**config.mk**
```make
export PLATFORM = sky130hd
export DESIGN_NAME = axil_arbiter_2to1
export DESIGN_NICKNAME = d
export VERILOG_FILES = /design/src/rtl/axil_arbiter_2to1.sv
export SDC_FILE = /design/constraint.sdc
export NUM_CORES = 1
export LEC_CHECK = 0
export CAP_MARGIN = 30
export CORE_AREA = 4 4 127 129
export CTS_BUF_LIST = sky130_fd_sc_hd__clkbuf_16
export CTS_CLUSTER_SIZE = 10
export DETAILED_ROUTE_END_ITERATION = 8
export DIE_AREA = 0 0 131 133
export GPL_TIMING_DRIVEN = 0
export PLACE_DENSITY = 0.66
export SYNTH_ARGS = -nofsm -noshare
export SYNTH_HDL_FRONTEND = slang
export SYNTH_SLANG_ARGS = --single-unit
```
**constraint.sdc**
```tcl
create_clock -name aclk -period 1.4 [get_ports aclk]
set_input_delay 0.14 -clock aclk [delete_from_list [all_inputs] [get_ports aclk]]
set_output_delay 0.14 -clock aclk [all_outputs]
set_load 0.02 [all_outputs]
```
**src/rtl/axil_arbiter_2to1.sv**
```systemverilog
// axil_arbiter_2to1: two AXI4-Lite masters sharing one AXI4-Lite slave.
// Write and read channels are arbitrated independently, one transaction per
// channel at a time, with round-robin between the two masters.
// Grants and FSM states are registered. Channel signals are muxed only from
// the registered grant, so no request valid reaches a grant combinationally.
// Optional build macro AXIL_ARB_TIMEOUT_EN adds a per-channel watchdog. On
// expiry it completes the stuck transaction locally with SLVERR.
module axil_arbiter_2to1 #(
  parameter int AXI_DATA_WIDTH = 32,
  parameter int AXI_ADDR_WIDTH = 16,
  parameter int TIMEOUT_CYCLES = 1024
) (
  input  logic                      aclk,
  input  logic                      aresetn,
  // master 0
  input  logic [AXI_ADDR_WIDTH-1:0] s0_axi_awaddr,
  input  logic                      s0_axi_awvalid,
  output logic                      s0_axi_awready,
  input  logic [AXI_DATA_WIDTH-1:0] s0_axi_wdata,
  input  logic                      s0_axi_wvalid,
  output logic                      s0_axi_wready,
  output logic [1:0]                s0_axi_bresp,
  output logic                      s0_axi_bvalid,
  input  logic                      s0_axi_bready,
  input  logic [AXI_ADDR_WIDTH-1:0] s0_axi_araddr,
  input  logic                      s0_axi_arvalid,
  output logic                      s0_axi_arready,
  output logic [AXI_DATA_WIDTH-1:0] s0_axi_rdata,
  output logic [1:0]                s0_axi_rresp,
  output logic                      s0_axi_rvalid,
  input  logic                      s0_axi_rready,
  // master 1
  input  logic [AXI_ADDR_WIDTH-1:0] s1_axi_awaddr,
  input  logic                      s1_axi_awvalid,
  output logic                      s1_axi_awready,
  input  logic [AXI_DATA_WIDTH-1:0] s1_axi_wdata,
  input  logic                      s1_axi_wvalid,
  output logic                      s1_axi_wready,
  output logic [1:0]                s1_axi_bresp,
  output logic                      s1_axi_bvalid,
  input  logic                      s1_axi_bready,
  input  logic [AXI_ADDR_WIDTH-1:0] s1_axi_araddr,
  input  logic                      s1_axi_arvalid,
  output logic                      s1_axi_arready,
  output logic [AXI_DATA_WIDTH-1:0] s1_axi_rdata,
  output logic [1:0]                s1_axi_rresp,
  output logic                      s1_axi_rvalid,
  input  logic                      s1_axi_rready,
  // shared slave
  output logic [AXI_ADDR_WIDTH-1:0] m_axi_awaddr,
  output logic                      m_axi_awvalid,
  input  logic                      m_axi_awready,
  output logic [AXI_DATA_WIDTH-1:0] m_axi_wdata,
  output logic                      m_axi_wvalid,
  input  logic                      m_axi_wready,
  input  logic [1:0]                m_axi_bresp,
  input  logic                      m_axi_bvalid,
  output logic                      m_axi_bready,
  output logic [AXI_ADDR_WIDTH-1:0] m_axi_araddr,
  output logic                      m_axi_arvalid,
  input  logic                      m_axi_arready,
  input  logic [AXI_DATA_WIDTH-1:0] m_axi_rdata,
  input  logic [1:0]                m_axi_rresp,
  input  logic                      m_axi_rvalid,
  output logic                      m_axi_rready,
  // current owners
  output logic [1:0]                wr_grant,
  output logic [1:0]                rd_grant
);

  localparam int DW = AXI_DATA_WIDTH;
  localparam int AW = AXI_ADDR_WIDTH;
  localparam logic [1:0] RESP_SLVERR = 2'b10;

  typedef enum logic [1:0] {
    W_IDLE, W_ADDR, W_RESP
`ifdef AXIL_ARB_TIMEOUT_EN
    , W_ERR
`endif
  } wr_state_e;

  typedef enum logic [1:0] {
    R_IDLE, R_ADDR, R_DATA
`ifdef AXIL_ARB_TIMEOUT_EN
    , R_ERR
`endif
  } rd_state_e;

  // Master ports gathered into packed arrays so the grant can index them.
  logic [1:0][AW-1:0] s_awaddr, s_araddr;
  logic [1:0][DW-1:0] s_wdata, s_rdata;
  logic [1:0][1:0]    s_bresp, s_rresp;
  logic [1:0]         s_awvalid, s_awready, s_wvalid, s_wready;
  logic [1:0]         s_bvalid, s_bready, s_arvalid, s_arready;
  logic [1:0]         s_rvalid, s_rready;

  assign s_awaddr  = {s1_axi_awaddr,  s0_axi_awaddr};
  assign s_awvalid = {s1_axi_awvalid, s0_axi_awvalid};
  assign s_wdata   = {s1_axi_wdata,   s0_axi_wdata};
  assign s_wvalid  = {s1_axi_wvalid,  s0_axi_wvalid};
  assign s_bready  = {s1_axi_bready,  s0_axi_bready};
  assign s_araddr  = {s1_axi_araddr,  s0_axi_araddr};
  assign s_arvalid = {s1_axi_arvalid, s0_axi_arvalid};
  assign s_rready  = {s1_axi_rready,  s0_axi_rready};

  assign {s1_axi_awready, s0_axi_awready} = s_awready;
  assign {s1_axi_wready,  s0_axi_wready}  = s_wready;
  assign {s1_axi_bvalid,  s0_axi_bvalid}  = s_bvalid;
  assign {s1_axi_bresp,   s0_axi_bresp}   = s_bresp;
  assign {s1_axi_arready, s0_axi_arready} = s_arready;
  assign {s1_axi_rvalid,  s0_axi_rvalid}  = s_rvalid;
  assign {s1_axi_rdata,   s0_axi_rdata}   = s_rdata;
  assign {s1_axi_rresp,   s0_axi_rresp}   = s_rresp;

  // ---------------- write channel ----------------
  wr_state_e wr_state_q, wr_state_d;
  logic      wr_gnt_q, wr_gnt_d;    // owner index
  logic      wr_last_q, wr_last_d;  // last completed owner
  logic      aw_done_q, aw_done_d;
  logic      w_done_q, w_done_d;
  logic      aw_hs, w_hs;
  logic [1:0] wr_req;

  assign wr_req   = s_awvalid | s_wvalid;
  assign wr_grant = (wr_state_q == W_IDLE) ? 2'b00 : (wr_gnt_q ? 2'b10 : 2'b01);

`ifdef AXIL_ARB_TIMEOUT_EN
  localparam int CNT_W = $clog2(TIMEOUT_CYCLES + 1);
  logic [CNT_W-1:0] wr_cnt_q, wr_cnt_d, rd_cnt_q, rd_cnt_d;
  logic wr_to, rd_to;
  logic ar_done_q, ar_done_d;
  assign wr_to = (wr_cnt_q == CNT_W'(TIMEOUT_CYCLES - 1));
  assign rd_to = (rd_cnt_q == CNT_W'(TIMEOUT_CYCLES - 1));
`endif

  // Write FSM next state and channel muxing from the registered grant.
  always_comb begin
    wr_state_d    = wr_state_q;
    wr_gnt_d      = wr_gnt_q;
    wr_last_d     = wr_last_q;
    aw_done_d     = aw_done_q;
    w_done_d      = w_done_q;
    aw_hs         = 1'b0;
    w_hs          = 1'b0;
    m_axi_awaddr  = s_awaddr[wr_gnt_q];
    m_axi_wdata   = s_wdata[wr_gnt_q];
    m_axi_awvalid = 1'b0;
    m_axi_wvalid  = 1'b0;
    m_axi_bready  = 1'b0;
    s_awready     = '0;
    s_wready      = '0;
    s_bvalid      = '0;
    s_bresp       = '0;
`ifdef AXIL_ARB_TIMEOUT_EN
    wr_cnt_d      = (wr_state_q == W_IDLE) ? '0 : wr_cnt_q + 1'b1;
`endif
    case (wr_state_q)
      W_IDLE: begin
        if (|wr_req) begin
          // Tie goes to whoever did not win last time.
          wr_gnt_d   = (&wr_req) ? ~wr_last_q : wr_req[1];
          aw_done_d  = 1'b0;
          w_done_d   = 1'b0;
          wr_state_d = W_ADDR;
        end
      end
      W_ADDR: begin
        m_axi_awvalid       = s_awvalid[wr_gnt_q] & ~aw_done_q;
        s_awready[wr_gnt_q] = m_axi_awready & ~aw_done_q;
        m_axi_wvalid        = s_wvalid[wr_gnt_q] & ~w_done_q;
        s_wready[wr_gnt_q]  = m_axi_wready & ~w_done_q;
        aw_hs = m_axi_awvalid & m_axi_awready;
        w_hs  = m_axi_wvalid & m_axi_wready;
        if (aw_hs) aw_done_d = 1'b1;
        if (w_hs)  w_done_d  = 1'b1;
        if ((aw_done_q | aw_hs) && (w_done_q | w_hs)) wr_state_d = W_RESP;
      end
      W_RESP: begin
        m_axi_bready       = s_bready[wr_gnt_q];
        s_bvalid[wr_gnt_q] = m_axi_bvalid;
        s_bresp[wr_gnt_q]  = m_axi_bresp;
        if (m_axi_bvalid && s_bready[wr_gnt_q]) begin
          wr_last_d  = wr_gnt_q;
          wr_state_d = W_IDLE;
        end
      end
`ifdef AXIL_ARB_TIMEOUT_EN
      W_ERR: begin
        // Soak up whatever the owner still has pending, then answer SLVERR.
        s_awready[wr_gnt_q] = ~aw_done_q;
        s_wready[wr_gnt_q]  = ~w_done_q;
        if (s_awvalid[wr_gnt_q] && !aw_done_q) aw_done_d = 1'b1;
        if (s_wvalid[wr_gnt_q]  && !w_done_q)  w_done_d  = 1'b1;
        if (aw_done_q && w_done_q) begin
          s_bvalid[wr_gnt_q] = 1'b1;
          s_bresp[wr_gnt_q]  = RESP_SLVERR;
          if (s_bready[wr_gnt_q]) begin
            wr_last_d  = wr_gnt_q;
            wr_state_d = W_IDLE;
          end
        end
      end
`endif
      default: wr_state_d = W_IDLE;
    endcase
`ifdef AXIL_ARB_TIMEOUT_EN
    // Expiry wins over any handshake in the same cycle: everything drops.
    if (wr_state_q != W_IDLE && wr_state_q != W_ERR && wr_to) begin
      m_axi_awvalid = 1'b0;
      m_axi_wvalid  = 1'b0;
      m_axi_bready  = 1'b0;
      s_awready     = '0;
      s_wready      = '0;
      s_bvalid      = '0;
      s_bresp       = '0;
      aw_done_d     = aw_done_q;
      w_done_d      = w_done_q;
      wr_last_d     = wr_last_q;
      wr_state_d    = W_ERR;
    end
`endif
  end

  // ---------------- read channel ----------------
  rd_state_e rd_state_q, rd_state_d;
  logic      rd_gnt_q, rd_gnt_d;
  logic      rd_last_q, rd_last_d;

  assign rd_grant = (rd_state_q == R_IDLE) ? 2'b00 : (rd_gnt_q ? 2'b10 : 2'b01);

  // Read FSM next state and channel muxing from the registered grant.
  always_comb begin
    rd_state_d    = rd_state_q;
    rd_gnt_d      = rd_gnt_q;
    rd_last_d     = rd_last_q;
    m_axi_araddr  = s_araddr[rd_gnt_q];
    m_axi_arvalid = 1'b0;
    m_axi_rready  = 1'b0;
    s_arready     = '0;
    s_rvalid      = '0;
    s_rdata       = '0;
    s_rresp       = '0;
`ifdef AXIL_ARB_TIMEOUT_EN
    ar_done_d     = ar_done_q;
    rd_cnt_d      = (rd_state_q == R_IDLE) ? '0 : rd_cnt_q + 1'b1;
`endif
    case (rd_state_q)
      R_IDLE: begin
        if (|s_arvalid) begin
          rd_gnt_d   = (&s_arvalid) ? ~rd_last_q : s_arvalid[1];
          rd_state_d = R_ADDR;
`ifdef AXIL_ARB_TIMEOUT_EN
          ar_done_d  = 1'b0;
`endif
        end
      end
      R_ADDR: begin
        m_axi_arvalid       = s_arvalid[rd_gnt_q];
        s_arready[rd_gnt_q] = m_axi_arready;
        if (m_axi_arvalid && m_axi_arready) begin
          rd_state_d = R_DATA;
`ifdef AXIL_ARB_TIMEOUT_EN
          ar_done_d  = 1'b1;
`endif
        end
      end
      R_DATA: begin
        m_axi_rready       = s_rready[rd_gnt_q];
        s_rvalid[rd_gnt_q] = m_axi_rvalid;
        s_rdata[rd_gnt_q]  = m_axi_rdata;
        s_rresp[rd_gnt_q]  = m_axi_rresp;
        if (m_axi_rvalid && s_rready[rd_gnt_q]) begin
          rd_last_d  = rd_gnt_q;
          rd_state_d = R_IDLE;
        end
      end
`ifdef AXIL_ARB_TIMEOUT_EN
      R_ERR: begin
        s_arready[rd_gnt_q] = ~ar_done_q;
        if (s_arvalid[rd_gnt_q] && !ar_done_q) ar_done_d = 1'b1;
        if (ar_done_q) begin
          s_rvalid[rd_gnt_q] = 1'b1;
          s_rresp[rd_gnt_q]  = RESP_SLVERR;
          if (s_rready[rd_gnt_q]) begin
            rd_last_d  = rd_gnt_q;
            rd_state_d = R_IDLE;
          end
        end
      end
`endif
      default: rd_state_d = R_IDLE;
    endcase
`ifdef AXIL_ARB_TIMEOUT_EN
    if (rd_state_q != R_IDLE && rd_state_q != R_ERR && rd_to) begin
      m_axi_arvalid = 1'b0;
      m_axi_rready  = 1'b0;
      s_arready     = '0;
      s_rvalid      = '0;
      s_rdata       = '0;
      s_rresp       = '0;
      ar_done_d     = ar_done_q;
      rd_last_d     = rd_last_q;
      rd_state_d    = R_ERR;
    end
`endif
  end

  // State, grant and last-winner registers; reset favours master 0 first.
  always_ff @(posedge aclk or negedge aresetn) begin
    if (!aresetn) begin
      wr_state_q <= W_IDLE;
      wr_gnt_q   <= 1'b0;
      wr_last_q  <= 1'b1;
      aw_done_q  <= 1'b0;
      w_done_q   <= 1'b0;
      rd_state_q <= R_IDLE;
      rd_gnt_q   <= 1'b0;
      rd_last_q  <= 1'b1;
`ifdef AXIL_ARB_TIMEOUT_EN
      wr_cnt_q   <= '0;
      rd_cnt_q   <= '0;
      ar_done_q  <= 1'b0;
`endif
    end else begin
      wr_state_q <= wr_state_d;
      wr_gnt_q   <= wr_gnt_d;
      wr_last_q  <= wr_last_d;
      aw_done_q  <= aw_done_d;
      w_done_q   <= w_done_d;
      rd_state_q <= rd_state_d;
      rd_gnt_q   <= rd_gnt_d;
      rd_last_q  <= rd_last_d;
`ifdef AXIL_ARB_TIMEOUT_EN
      wr_cnt_q   <= wr_cnt_d;
      rd_cnt_q   <= rd_cnt_d;
      ar_done_q  <= ar_done_d;
`endif
    end
  end

endmodule

```
==> metrics.cfg <==
[yosys]
synth_nets=414
yosys-top-cells-area=mux2_2, and2_1, dfrtp_1, buf_6, dfstp_2
syn_area_per_cell_um2=8.69
yosys_warnings=0
netlist_top_cells_count=and2_1, mux2_2, nor2_1
yosysTopAreaCell=mux2_2
ys_types=31
synth_async_sr_flop_share_pct=100
netlist_instances=233
synth_edf_count=0
yosysSeqAreaShare_pct=12.5
synth_ff_type=dfrtp_1
synth_most_common_cell=and2_1
ys_ff_latch=10
synth_top_area_share_pct=35.6
syn-cell-area_um2=2030

[pwr]
p_int_mw=5.61
cellLeakagePower_nw=3.08
pwr-share-comb_pct=88.4
p_seq_share_pct=6.3
switching_share_pct=41.6
power_density_nw_per_um2=1390
clockPowerShare_pct=5.3
p_switching_mw=3.99
peakVddDrop_mv=0.828

[clocking]
clockBufferDepth=2
clock_sink_count=10
clk_pin_slew_worst_paths_ns=0.04
cts_tree=done
htreeDepth=1
cts-buffers-inserted=3
clkLatencyLatePin_ns=0.23
cts_root_buf=clkbuf_16

[global_routing]
grt_max_degree=11
gr-usage-met3_pct=5.17
grt-ovfl-total=0
grt_pass1_wl_mm=20.0
antenna_found_initial=1
gr-usage-met1_pct=14.8
grt_pass1_vias=3517
busiest_layer=met2
grt.met2_usage_pct=29.3
grt_usage_pct=14.7

[finish]
fin_nets=791
drive_gt1_share_pct=63.4
area_growth_pct=241
fin_area_um2=6900
final_cells=798

[worst_setup_path]
path_max_fanout=6
path_class=flip-flop to output pin
worst_setup_path_end_kind=output pin
arrival_ns=1.53
cp-start-kind=flip-flop
crit_required_ns=1.26

[timing]
period_share_pct=119
final_max_slew_viol_count=0
skew_ns=0.000276
worst_pin_slew_ns=0.497
slew_headroom_pct=66.5
setup_viol=153
min_period_ns=1.67
setup_ws_ns=-0.267
rsz0062_at_grt=yes
finalHoldViolations=0
clock.fmax_mhz=600

[outcome]
violations=negative setup slack
status=complete, but fails checks

[hold_path]
min-delay-path-class=input port to asynchronous set/reset pin

[route]
wl_per_cell_um=19.6
wirelength_mm=15.7
num_vias=3377
drt_pass1_iterations=4
ant_nets=0
drtIter0Drc=110
routed_via_density=4.23
drc=0

[floorplan]
die_x_um=131
row_count=45
die_area_um2=17400
core-area_um2=15000
fp.dieH_um=133
io-pin-count=336
start_util_pct=13.5

[placed_design]
io_buffers=335
hpwlAfterDp_mm=11.9
dp_cells=756
gp_congestion=0.869
placed_area_um2=5610

[job]
drv_cap=0

## cell families (layout without fill, tap and decap cells)
| logic type | after synthesis | count (layout) | synth area share (%) |
|---|---|---|---|
| simple gates | 112 | 113 | 34.0 |
| mux | 70 | 70 | 39.5 |
| compound gates | 21 | 21 | 6.86 |
| buf+inv | 20 | 395 | 7.23 |
| flops | 10 | 10 | 12.5 |
| other cells | 0 | 1 | 0 |
## layout by cell type (no fill, tap or decap), drive strengths merged, types with 2 or more instances in the layout
cell type	instances
nand3b	2
a31oi	4
inv	2
clkbuf	11
mux2i	3
and3	3
o21ai	5
nor3b	6
nor3	4
nor2b	4
o32ai	3
nand2b	2
nor2	15
a21oi	6
clkdlybuf4s15	12
dfstp	2
and2	70
buf	188
clkdlybuf4s50	180
mux2	67
dfrtp	8
nand2	5
## critical path, cell delays in order (launching register included)
cell and delay, ns:
dfrtp_2 0.45, buf_12 0.17, buf_8 0.13, buf_6 0.11, mux2_4 0.29, buf_6 0.13
## power by group through the flow
stage	Combinational [mW]	Sequential, mW	Clock [mW]
finish	8.49	0.605	0.508
detailed placement	6.00	0.551	0
global placement	5.98	0.550	0
floorplan	3.29	0.526	0
global route	8.89	0.621	0.531
CTS	6.32	0.572	0.514
## registers in the layout, indices dropped and copies added, names as in the netlist
signal      cells
rd_gnt_q        1
aw_done_q       1
rd_state_q      2
rd_last_q       1
w_done_q        1
wr_state_q      2
wr_gnt_q        1
wr_last_q       1
## layout make-up
type | count | area [um2]
fillers | 1374 | 8140
repair buffers | 371 | 3940
multi-input cells | 204 | 2130
flip-flops and latches | 10 | 259
plain buffers | 17 | 241
well taps | 188 | 235
clock buffers | 3 | 75.1
inverters | 3 | 17.5
clock inverters | 1 | 3.75
diodes | 1 | 2.50
## stage by stage
| step | worst slack (ns) | hold slack, ns | power, mW | setup TNS [ns] | utilization (%) |
|---|---|---|---|---|---|
| 2_1_floorplan | 0.0364 | -0.156 | 3.81 | 0 | - |
| 3_3_place_gp | -0.533 | 0.496 | 6.53 | -59.96 | 37.3 |
| 3_5_place_dp | -0.543 | 0.503 | 6.56 | -61.22 | 37.3 |
| 4_1_cts | -0.258 | 0.258 | 7.40 | -28.25 | 39.5 |
| 5_1_grt | -0.314 | 0.275 | 10.0 | -35.65 | 45.9 |
| 6_report | -0.267 | 0.236 | 9.60 | -28.03 | 45.9 |
## timing repair
item                                    4_1_cts  5_1_grt
resized for setup                           824      274
pin swaps                                    17       11
cloned                                        7        7
endpoints found under the setup margin      155      155
hold buffers                                  0        0
buffers inserted                             10       14
## worst paths after layout
check                      cells after the start                  start  slack (ns)                         to
setup / recovery                               5   wr_gnt_q$_DFFE_PN0P_       -0.27            m_axi_awaddr[5]
hold / removal                                 1                aresetn        0.24  wr_state_q[1]$_DFFE_PN0P_
min in group aclk                              2  wr_last_q$_DFFE_PN1P_        0.55      wr_last_q$_DFFE_PN1P_
setup reg to reg                               6   rd_gnt_q$_DFFE_PN0P_       -0.14      rd_last_q$_DFFE_PN1P_
hold reg to reg                                2  wr_last_q$_DFFE_PN1P_        0.55      wr_last_q$_DFFE_PN1P_
max in group asynchronous                      1                aresetn        0.81  rd_state_q[1]$_DFFE_PN0P_
## routing by layer
layer | part of all wire, % | vias to the layer above
li1 | - | 1571
met1 | 34 | 1569
met2 | 53 | 217
met3 | 11 | 20
met4 | 1.9 | 0
met5 | 0 | -
(Power assumes the default switching activity.)
